==> config.mk <==
export PLATFORM = sky130hd
export DESIGN_NAME = if_stage
export DESIGN_NICKNAME = d
export VERILOG_FILES = /design/src/rtl/if_stage.sv
export SDC_FILE = /design/constraint.sdc
export NUM_CORES = 1
export LEC_CHECK = 0
export ABC_AREA = 1
export BUFFER_PORTS_ARGS = -buffer_cell sky130_fd_sc_hd__buf_2
export CAP_MARGIN = 20
export CORE_MARGIN = 3
export CORE_UTILIZATION = 30
export DETAILED_ROUTE_END_ITERATION = 12
export SYNTH_ARGS = -nofsm -noshare
export SYNTH_HDL_FRONTEND = slang
export SYNTH_SLANG_ARGS = --single-unit
==> constraint.sdc <==
create_clock -name i_clk -period 1.4 [get_ports i_clk]
set_input_delay 0.14 -clock i_clk [delete_from_list [all_inputs] [get_ports i_clk]]
set_output_delay 0.14 -clock i_clk [all_outputs]
set_load 0.05 [all_outputs]
==> src/rtl/if_stage.sv <==
// ---------------------------------------------------------------------------
// if_stage -- instruction fetch stage of a simple in-order pipeline.
//
// Holds the program counter and the IF/ID pipeline register. A small
// three-state controller (IDLE / RUN / HALTED) sequences fetch:
//   IDLE   : PC parked at 0, IF/ID shows a bubble, waits for i_start.
//   RUN    : fetches one word per cycle. Priority is
//            stall > jump > halt > normal.
//   HALTED : entered after fetching HALT_INSTR; PC frozen. Only reset
//            leaves this state.
//
// Ports
//   i_clk            clock, all state updates on the rising edge
//   i_reset          synchronous active-high reset
//   i_start          leave IDLE and start fetching from address 0
//   i_stall          hazard stall: hold PC and IF/ID
//   i_jump           redirect resolved in ID: load i_jump_addr, flush IF/ID
//   i_jump_addr      redirect target (low two bits dropped)
//   o_imem_addr      instruction memory address (the PC register)
//   i_imem_data      instruction word read combinationally at o_imem_addr
//   o_IF_ID_instr    registered instruction for ID
//   o_IF_ID_pc4      registered PC+4 of that instruction
//   o_IF_ID_valid    1 = real instruction, 0 = bubble
//   o_halted         fetch has stopped on HALT_INSTR
//   o_stall_cycles   stall-cycle performance counter
//   o_flush_count    jump-flush performance counter
//
// Configuration
//   IF_PERF_CNT_EN   when defined, the two performance counters are built
//                    (saturating at all-ones). When undefined, no counter
//                    state exists and both outputs are tied to zero.
// ---------------------------------------------------------------------------
module if_stage #(
    parameter int unsigned         NB_DATA    = 32,
    parameter logic [NB_DATA-1:0]  HALT_INSTR = {NB_DATA{1'b1}}
) (
    input  logic               i_clk,
    input  logic               i_reset,
    input  logic               i_start,
    input  logic               i_stall,
    input  logic               i_jump,
    input  logic [NB_DATA-1:0] i_jump_addr,
    output logic [NB_DATA-1:0] o_imem_addr,
    input  logic [NB_DATA-1:0] i_imem_data,
    output logic [NB_DATA-1:0] o_IF_ID_instr,
    output logic [NB_DATA-1:0] o_IF_ID_pc4,
    output logic               o_IF_ID_valid,
    output logic               o_halted,
    output logic [31:0]        o_stall_cycles,
    output logic [31:0]        o_flush_count
);

    typedef enum logic [1:0] {
        StIdle   = 2'd0,
        StRun    = 2'd1,
        StHalted = 2'd2
    } state_e;

    state_e             state_q, state_d;
    logic [NB_DATA-1:0] pc_q, pc_d;
    logic [NB_DATA-1:0] instr_q, instr_d;
    logic [NB_DATA-1:0] pc4_q, pc4_d;
    logic               valid_q, valid_d;
    logic [NB_DATA-1:0] pc_plus4;

    // Plain modular add: 0x...FFFC + 4 wraps to 0 by design.
    assign pc_plus4 = pc_q + NB_DATA'(4);

    // ------------------------------------------------------------------
    // Next-state logic for the controller, PC and IF/ID register.
    // ------------------------------------------------------------------
    always_comb begin
        state_d = state_q;
        pc_d    = pc_q;
        instr_d = instr_q;
        pc4_d   = pc4_q;
        valid_d = valid_q;

        unique case (state_q)
            StIdle: begin
                // Stall and jump are meaningless before fetch has begun.
                pc_d    = '0;
                instr_d = '0;
                pc4_d   = '0;
                valid_d = 1'b0;
                if (i_start) begin
                    state_d = StRun;
                end
            end

            StRun: begin
                if (i_stall) begin
                    // Hold everything; a pending jump is re-presented by ID
                    // once the stall drops.
                end else if (i_jump) begin
                    // Targets are word aligned; the low bits are discarded.
                    pc_d    = {i_jump_addr[NB_DATA-1:2], 2'b00};
                    instr_d = '0;
                    pc4_d   = '0;
                    valid_d = 1'b0;
                end else if (i_imem_data == HALT_INSTR) begin
                    // Pass the halt word down once, then freeze the PC.
                    instr_d = i_imem_data;
                    pc4_d   = pc_plus4;
                    valid_d = 1'b1;
                    state_d = StHalted;
                end else begin
                    pc_d    = pc_plus4;
                    instr_d = i_imem_data;
                    pc4_d   = pc_plus4;
                    valid_d = 1'b1;
                end
            end

            StHalted: begin
                if (!i_stall) begin
                    instr_d = '0;
                    pc4_d   = '0;
                    valid_d = 1'b0;
                end
            end

            default: begin
                state_d = StIdle;
                pc_d    = '0;
                instr_d = '0;
                pc4_d   = '0;
                valid_d = 1'b0;
            end
        endcase
    end

    // ------------------------------------------------------------------
    // State registers.
    // ------------------------------------------------------------------
    always_ff @(posedge i_clk) begin
        if (i_reset) begin
            state_q <= StIdle;
            pc_q    <= '0;
            instr_q <= '0;
            pc4_q   <= '0;
            valid_q <= 1'b0;
        end else begin
            state_q <= state_d;
            pc_q    <= pc_d;
            instr_q <= instr_d;
            pc4_q   <= pc4_d;
            valid_q <= valid_d;
        end
    end

    assign o_imem_addr   = pc_q;
    assign o_IF_ID_instr = instr_q;
    assign o_IF_ID_pc4   = pc4_q;
    assign o_IF_ID_valid = valid_q;
    assign o_halted      = (state_q == StHalted);

    // ------------------------------------------------------------------
    // Performance counters.
    // ------------------------------------------------------------------
`ifdef IF_PERF_CNT_EN
    logic        stall_evt;
    logic        flush_evt;
    logic [31:0] stall_cnt_q;
    logic [31:0] flush_cnt_q;

    // Stall cycles only count once fetch is active; a flush is a jump that
    // actually redirected (i.e. was not masked by a stall).
    assign stall_evt = i_stall && ((state_q == StRun) || (state_q == StHalted));
    assign flush_evt = (state_q == StRun) && !i_stall && i_jump;

    always_ff @(posedge i_clk) begin
        if (i_reset) begin
            stall_cnt_q <= '0;
            flush_cnt_q <= '0;
        end else begin
            if (stall_evt && (stall_cnt_q != 32'hFFFF_FFFF)) begin
                stall_cnt_q <= stall_cnt_q + 32'd1;
            end
            if (flush_evt && (flush_cnt_q != 32'hFFFF_FFFF)) begin
                flush_cnt_q <= flush_cnt_q + 32'd1;
            end
        end
    end

    assign o_stall_cycles = stall_cnt_q;
    assign o_flush_count  = flush_cnt_q;
`else
    assign o_stall_cycles = '0;
    assign o_flush_count  = '0;
`endif

endmodule

# Yosys cells after proc, flatten, opt, wreduce, memory -nomap -nowiden
# Cells that the tools add are included.
op_classes:
  addsub: 1
  eq_ne: 9
  muxes: 20
  bitwise: 1
  n_reduce_logical: 4
op_table:
  columns: ["op", "n"]
  rows:
  - ["32-bit two-way mux", 8]
  - ["32-bit case mux with 2 select lines", 3]
  - ["32-bit by 3-bit adder with 32-bit output (second input constant)", 1]
  - ["32-bit equality test (second input constant)", 1]
  - ["2-bit != test (second input constant)", 5]
  - ["2-bit two-way mux", 4]
  - ["2-bit case mux with 3 select lines", 1]
  - ["5-bit AND reduction", 1]
  - ["1-bit two-way mux", 3]
  - ["3-bit != test (second input constant)", 1]
  - ["3-bit AND reduction", 1]
  - ["2-bit by 1-bit equality test with 1-bit output (second input constant)", 1]
  - ["2-bit equality test (second input constant)", 1]
  - ["2-bit logical NOT", 1]
  - ["1-bit case mux with 2 select lines", 1]
  - ["2-bit AND reduction", 1]
  - ["1-bit inverter", 1]
word_totals:
  reg_bits: 99
  input_bits: 69
  out_inout_bits: 162
  wordCells: 40

# Longest topological paths before layout
logic_depth:
  ltp_word: 5
  ltp_mapped: 11
  mapped_depth_nobuf: 11

# Least setup slack after synthesis
# OpenSTA, ideal clock, no wires.
synth_timing:
  path_kind: "reg2reg"
  startpoint: "register pc_q[3], in the netlist o_imem_addr[3]"
  endpoint: "register pc_q[22], in the netlist o_imem_addr[22]"
  setup_time_ps: 112
  arrival_ps: 1763
  required_time_ps: 1288
  path_slack_ps: -475
  stages_incl_launch_ff: 11
  path_buffers: 0
  synth_period_minus_slack_ps: 1875
  cell_sequence: "dfxtp_1 -> ha_1 -> nand3_2 -> inv_2 -> nand2_4 -> nor2_4 -> nand3_1 -> nand2_1 -> nor2_1 -> nor2_1 -> nor2_1"
synth_between:
  elab_chain_len: 5
synth_rtl:
  columns: ["item", "line_no", "text"]
  rows:
  - ["from (decl)", "60", "logic [NB_DATA-1:0] pc_q, pc_d;"]
  - ["from (signal assigned)", "145", "pc_q <= pc_d;"]
  - ["32-bit by 3-bit adder with 32-bit output", "67", "assign pc_plus4 = pc_q + NB_DATA'(4);"]
  - ["32-bit two-way mux", "101", "end else if (i_imem_data == HALT_INSTR) begin"]
  - ["32-bit two-way mux", "95", "end else if (i_jump) begin"]
  - ["32-bit two-way mux", "92", "if (i_stall) begin"]
  - ["32-bit case mux with 2 select lines", "79", "unique case (state_q)"]
# No other way between the ends. The select of a mux whose other input is x is not followed.
# A chain may end at the register's enable or synchronous reset.

# Final worst setup path
layout_timing:
  startpoint: "register pc_q[5], in the netlist o_imem_addr[5]"
  endpoint: "register pc_q[19], in the netlist o_imem_addr[19]"
# Same word-level chain as after synthesis.

==> out/summary.txt <==
MaxCap Viol Count - 0
post-layout instance area - 7640 um2
DR pass1 iterations - 4
Hold WC Path Type - primary input to flip-flop
Final setup viols - 21
via count - 5694
Worst-path clk slew - 0.08 ns
RR Startpoint - o_imem_addr[5]$_SDFFE_PP0P_
critical path class - flip-flop to flip-flop
1st-iter DRT viols - 242
H-tree levels - 3
initial antenna violation count - 0
layout cell share with drive strength beyond 1 - 0.349
clock buffer depth - 2
Clk Latency, worst-skew pair - 0.36 ns
Final WS setup - -0.0518 ns
clock sink count - 96
Util after Layout - 0.433
peak supply drop - 0.653 mV
PwrDens - 945 nW/um2
post-place instance area - 6840 um2
flop-to-flop setup slack - -0.05 ns
Die H - 142 um
Initial Util - 0.313
fin crit period - 1.45 ns
DP HPWL - 13200 um
CTS tree - done
RSZ-0062 raised after global routing - yes
R2R Path End - o_imem_addr[19]$_SDFFE_PP0P_
global-route wire length before repair - 26800 um
CP Max Fanout - 6
final hold vios - 0
clock skew - 0.0146 ns
Max Slew Vio Count - 0
Max Freq - 0.689 GHz
final worst-path cycle share - 1.04
hold path startpoint - i_imem_data[4]
CP required - 1.65 ns
total gr overflow - 0
RD Place Congestion - 0.914
FILL cells - 1867
Arr. time, crit path - 1.70 ns
core area - 17700 um2
Port Buffers - 162
Critical Path Start Type - flip-flop
Num CTS Buffers - 9
Hold Slack - 0.0423 ns
hold_buf cts - 0
DRC errors left - 0
largest net degree at the start of global routing - 42
flops & latches, synth - 96
Avg Inst Size Synth - 6.47 um2
top area cells in the synthesized netlist - dfxtp_1, nand2_1, buf_4, nor2_1, a21oi_1
Die W - 142 um
failing checks - setup timing
vias per inst - 4.38
row count - 48
Seq/Total Area, Yosys - 0.348
R2R depth - 9
die area - 20100 um2
Sum Neg Setup Slack - -0.470 ns
fin nets - 1140
leakage power - 3.54 nW
ant diodes - 0
vias in the first global route - 5115
hold depth - 3
synthesis warning total - 0
post-synth top area share - 0.348
post-synth cell types - 32
total power - 7.21 mW
I/O pin cnt - 231
status - complete, but fails checks
CTS Root Cell - clkbuf_16
post-route ant nets - 0
overall routing resource usage - 0.168
Mapped Cells - 854
final wirelength - 18100 um
Hold Crit Endpoint - o_IF_ID_instr[4]$_SDFFE_PP0P_
wire length per cell - 13.9 um
leading area contributor after synthesis - dfxtp_1
Synth-to-Final Area Change - 38.3%
crit path capture type - flip-flop
Syn Std Cell Area - 5520 um2
[registers in the layout (all words and copies together), names as in the netlist]
register / cells
o_imem_addr: 30
o_IF_ID_instr: 32
o_IF_ID_pc4: 31
state_q: 2
o_IF_ID_valid: 1
[stage by stage]
| step | instances | setup slack (ns) |
|---|---|---|
| floorplan | 919 | -0.0329 |
| finish | 1300 | -0.0518 |
| CTS | 1292 | -0.0747 |
| global placement | 1271 | -0.0396 |
| detailed placement | 1271 | -0.0699 |
| global route | 1300 | -0.162 |
[worst max-delay path, cell delays in order, from the launching register on]
cell,delay (ns)
dfxtp_4,0.38
nand2_1,0.10
nor2_4,0.17
nand2_8,0.10
nor2_4,0.19
nand3_2,0.13
nand2_1,0.09
nor2_1,0.04
nor2_1,0.11
nor2_2,0.04
[cell usage after synthesis (all sizes together)]
master / n
o21ai: 24
nor2: 153
a21oi: 64
inv: 52
xnor2: 3
nand4: 2
a22o: 1
nand2: 299
or2: 1
clkbuf: 8
clkinv: 1
conb: 1
xor2: 4
buf: 92
dfxtp: 96
nand3: 51
ha: 1
and2: 1
[final cells by class]
| cell class | count | area (um2) | share of cell area |
|---|---|---|---|
| multi-input cells | 670 | 3230 | 0.423 |
| flip-flops and latches | 96 | 2000 | 0.262 |
| repair buffers | 240 | 1620 | 0.213 |
| well taps | 225 | 282 | 0.0369 |
| clock buffers | 9 | 225 | 0.0295 |
| inverters | 53 | 223 | 0.0292 |
| clock inverters | 7 | 52.6 | 0.00688 |
[metal layers]
layer / wire [um] / share of wire / track usage / vias up
met5: 0 / 0 / 0 / -
met4: 192 / 0.011 / 0.0338 / 0
met3: 1500 / 0.083 / 0.0583 / 16
met2: 8500 / 0.47 / 0.279 / 200
met1: 7900 / 0.44 / 0.212 / 2530
li1: - / - / - / 2948
[cell usage in the layout, fill, tap and decap left out, drive strengths merged]
master / instances
clkbuf: 13
nand4: 2
dfxtp: 96
a21oi: 64
clkinv: 6
ha: 1
a22o: 1
and2: 1
xnor2: 3
inv: 52
clkinvlp: 2
nand2: 299
o21ai: 24
conb: 66
xor2: 4
nand3: 51
nor2: 153
buf: 236
or2: 1
[kinds of logic after synthesis]
logic type | Yosys count | share of synthesized area
adder cells (fa/ha/maj) | 1 | 0.00227
flip-flops | 96 | 0.348
buffers and inverters | 153 | 0.168
XOR/XNOR | 7 | 0.0111
AND/OR/NAND/NOR | 507 | 0.386
other | 1 | 0.000679
AO/OA/AOI/OAI | 89 | 0.0841
[how the worst max path moves through the flow]
stage	start	to	depth (start not counted)
2_1_floorplan	o_imem_addr[3]$_SDFFE_PP0P_	o_imem_addr[16]$_SDFFE_PP0P_	10
3_3_place_gp	o_imem_addr[3]$_SDFFE_PP0P_	o_IF_ID_pc4[28]$_SDFFE_PP0P_	9
3_5_place_dp	state_q[0]$_SDFFE_PP0P_	o_imem_addr[4]$_SDFFE_PP0P_	7
4_1_cts	o_imem_addr[3]$_SDFFE_PP0P_	o_imem_addr[20]$_SDFFE_PP0P_	11
5_1_grt	o_imem_addr[3]$_SDFFE_PP0P_	o_imem_addr[20]$_SDFFE_PP0P_	11
6_report	o_imem_addr[5]$_SDFFE_PP0P_	o_imem_addr[19]$_SDFFE_PP0P_	9
[where the power goes]
group / internal [mW] / leakage, nW / switching [mW]
Sequential: 2.83 / 0.797 / 0.0944
Combinational: 0.539 / 2.61 / 1.37
Clock: 1.22 / 0.137 / 1.16
Total: 4.59 / 3.54 / 2.62
[repair_timing]
action | 4_1_cts | 5_1_grt
gates cloned | 0 | 5
buffers inserted | 5 | 3
setup endpoints to repair | 82 | 85
gates resized for setup | 22 | 65
endpoints found under the hold margin | 0 | 0
pin swaps | 16 | 20
(Power assumes the default switching activity.)
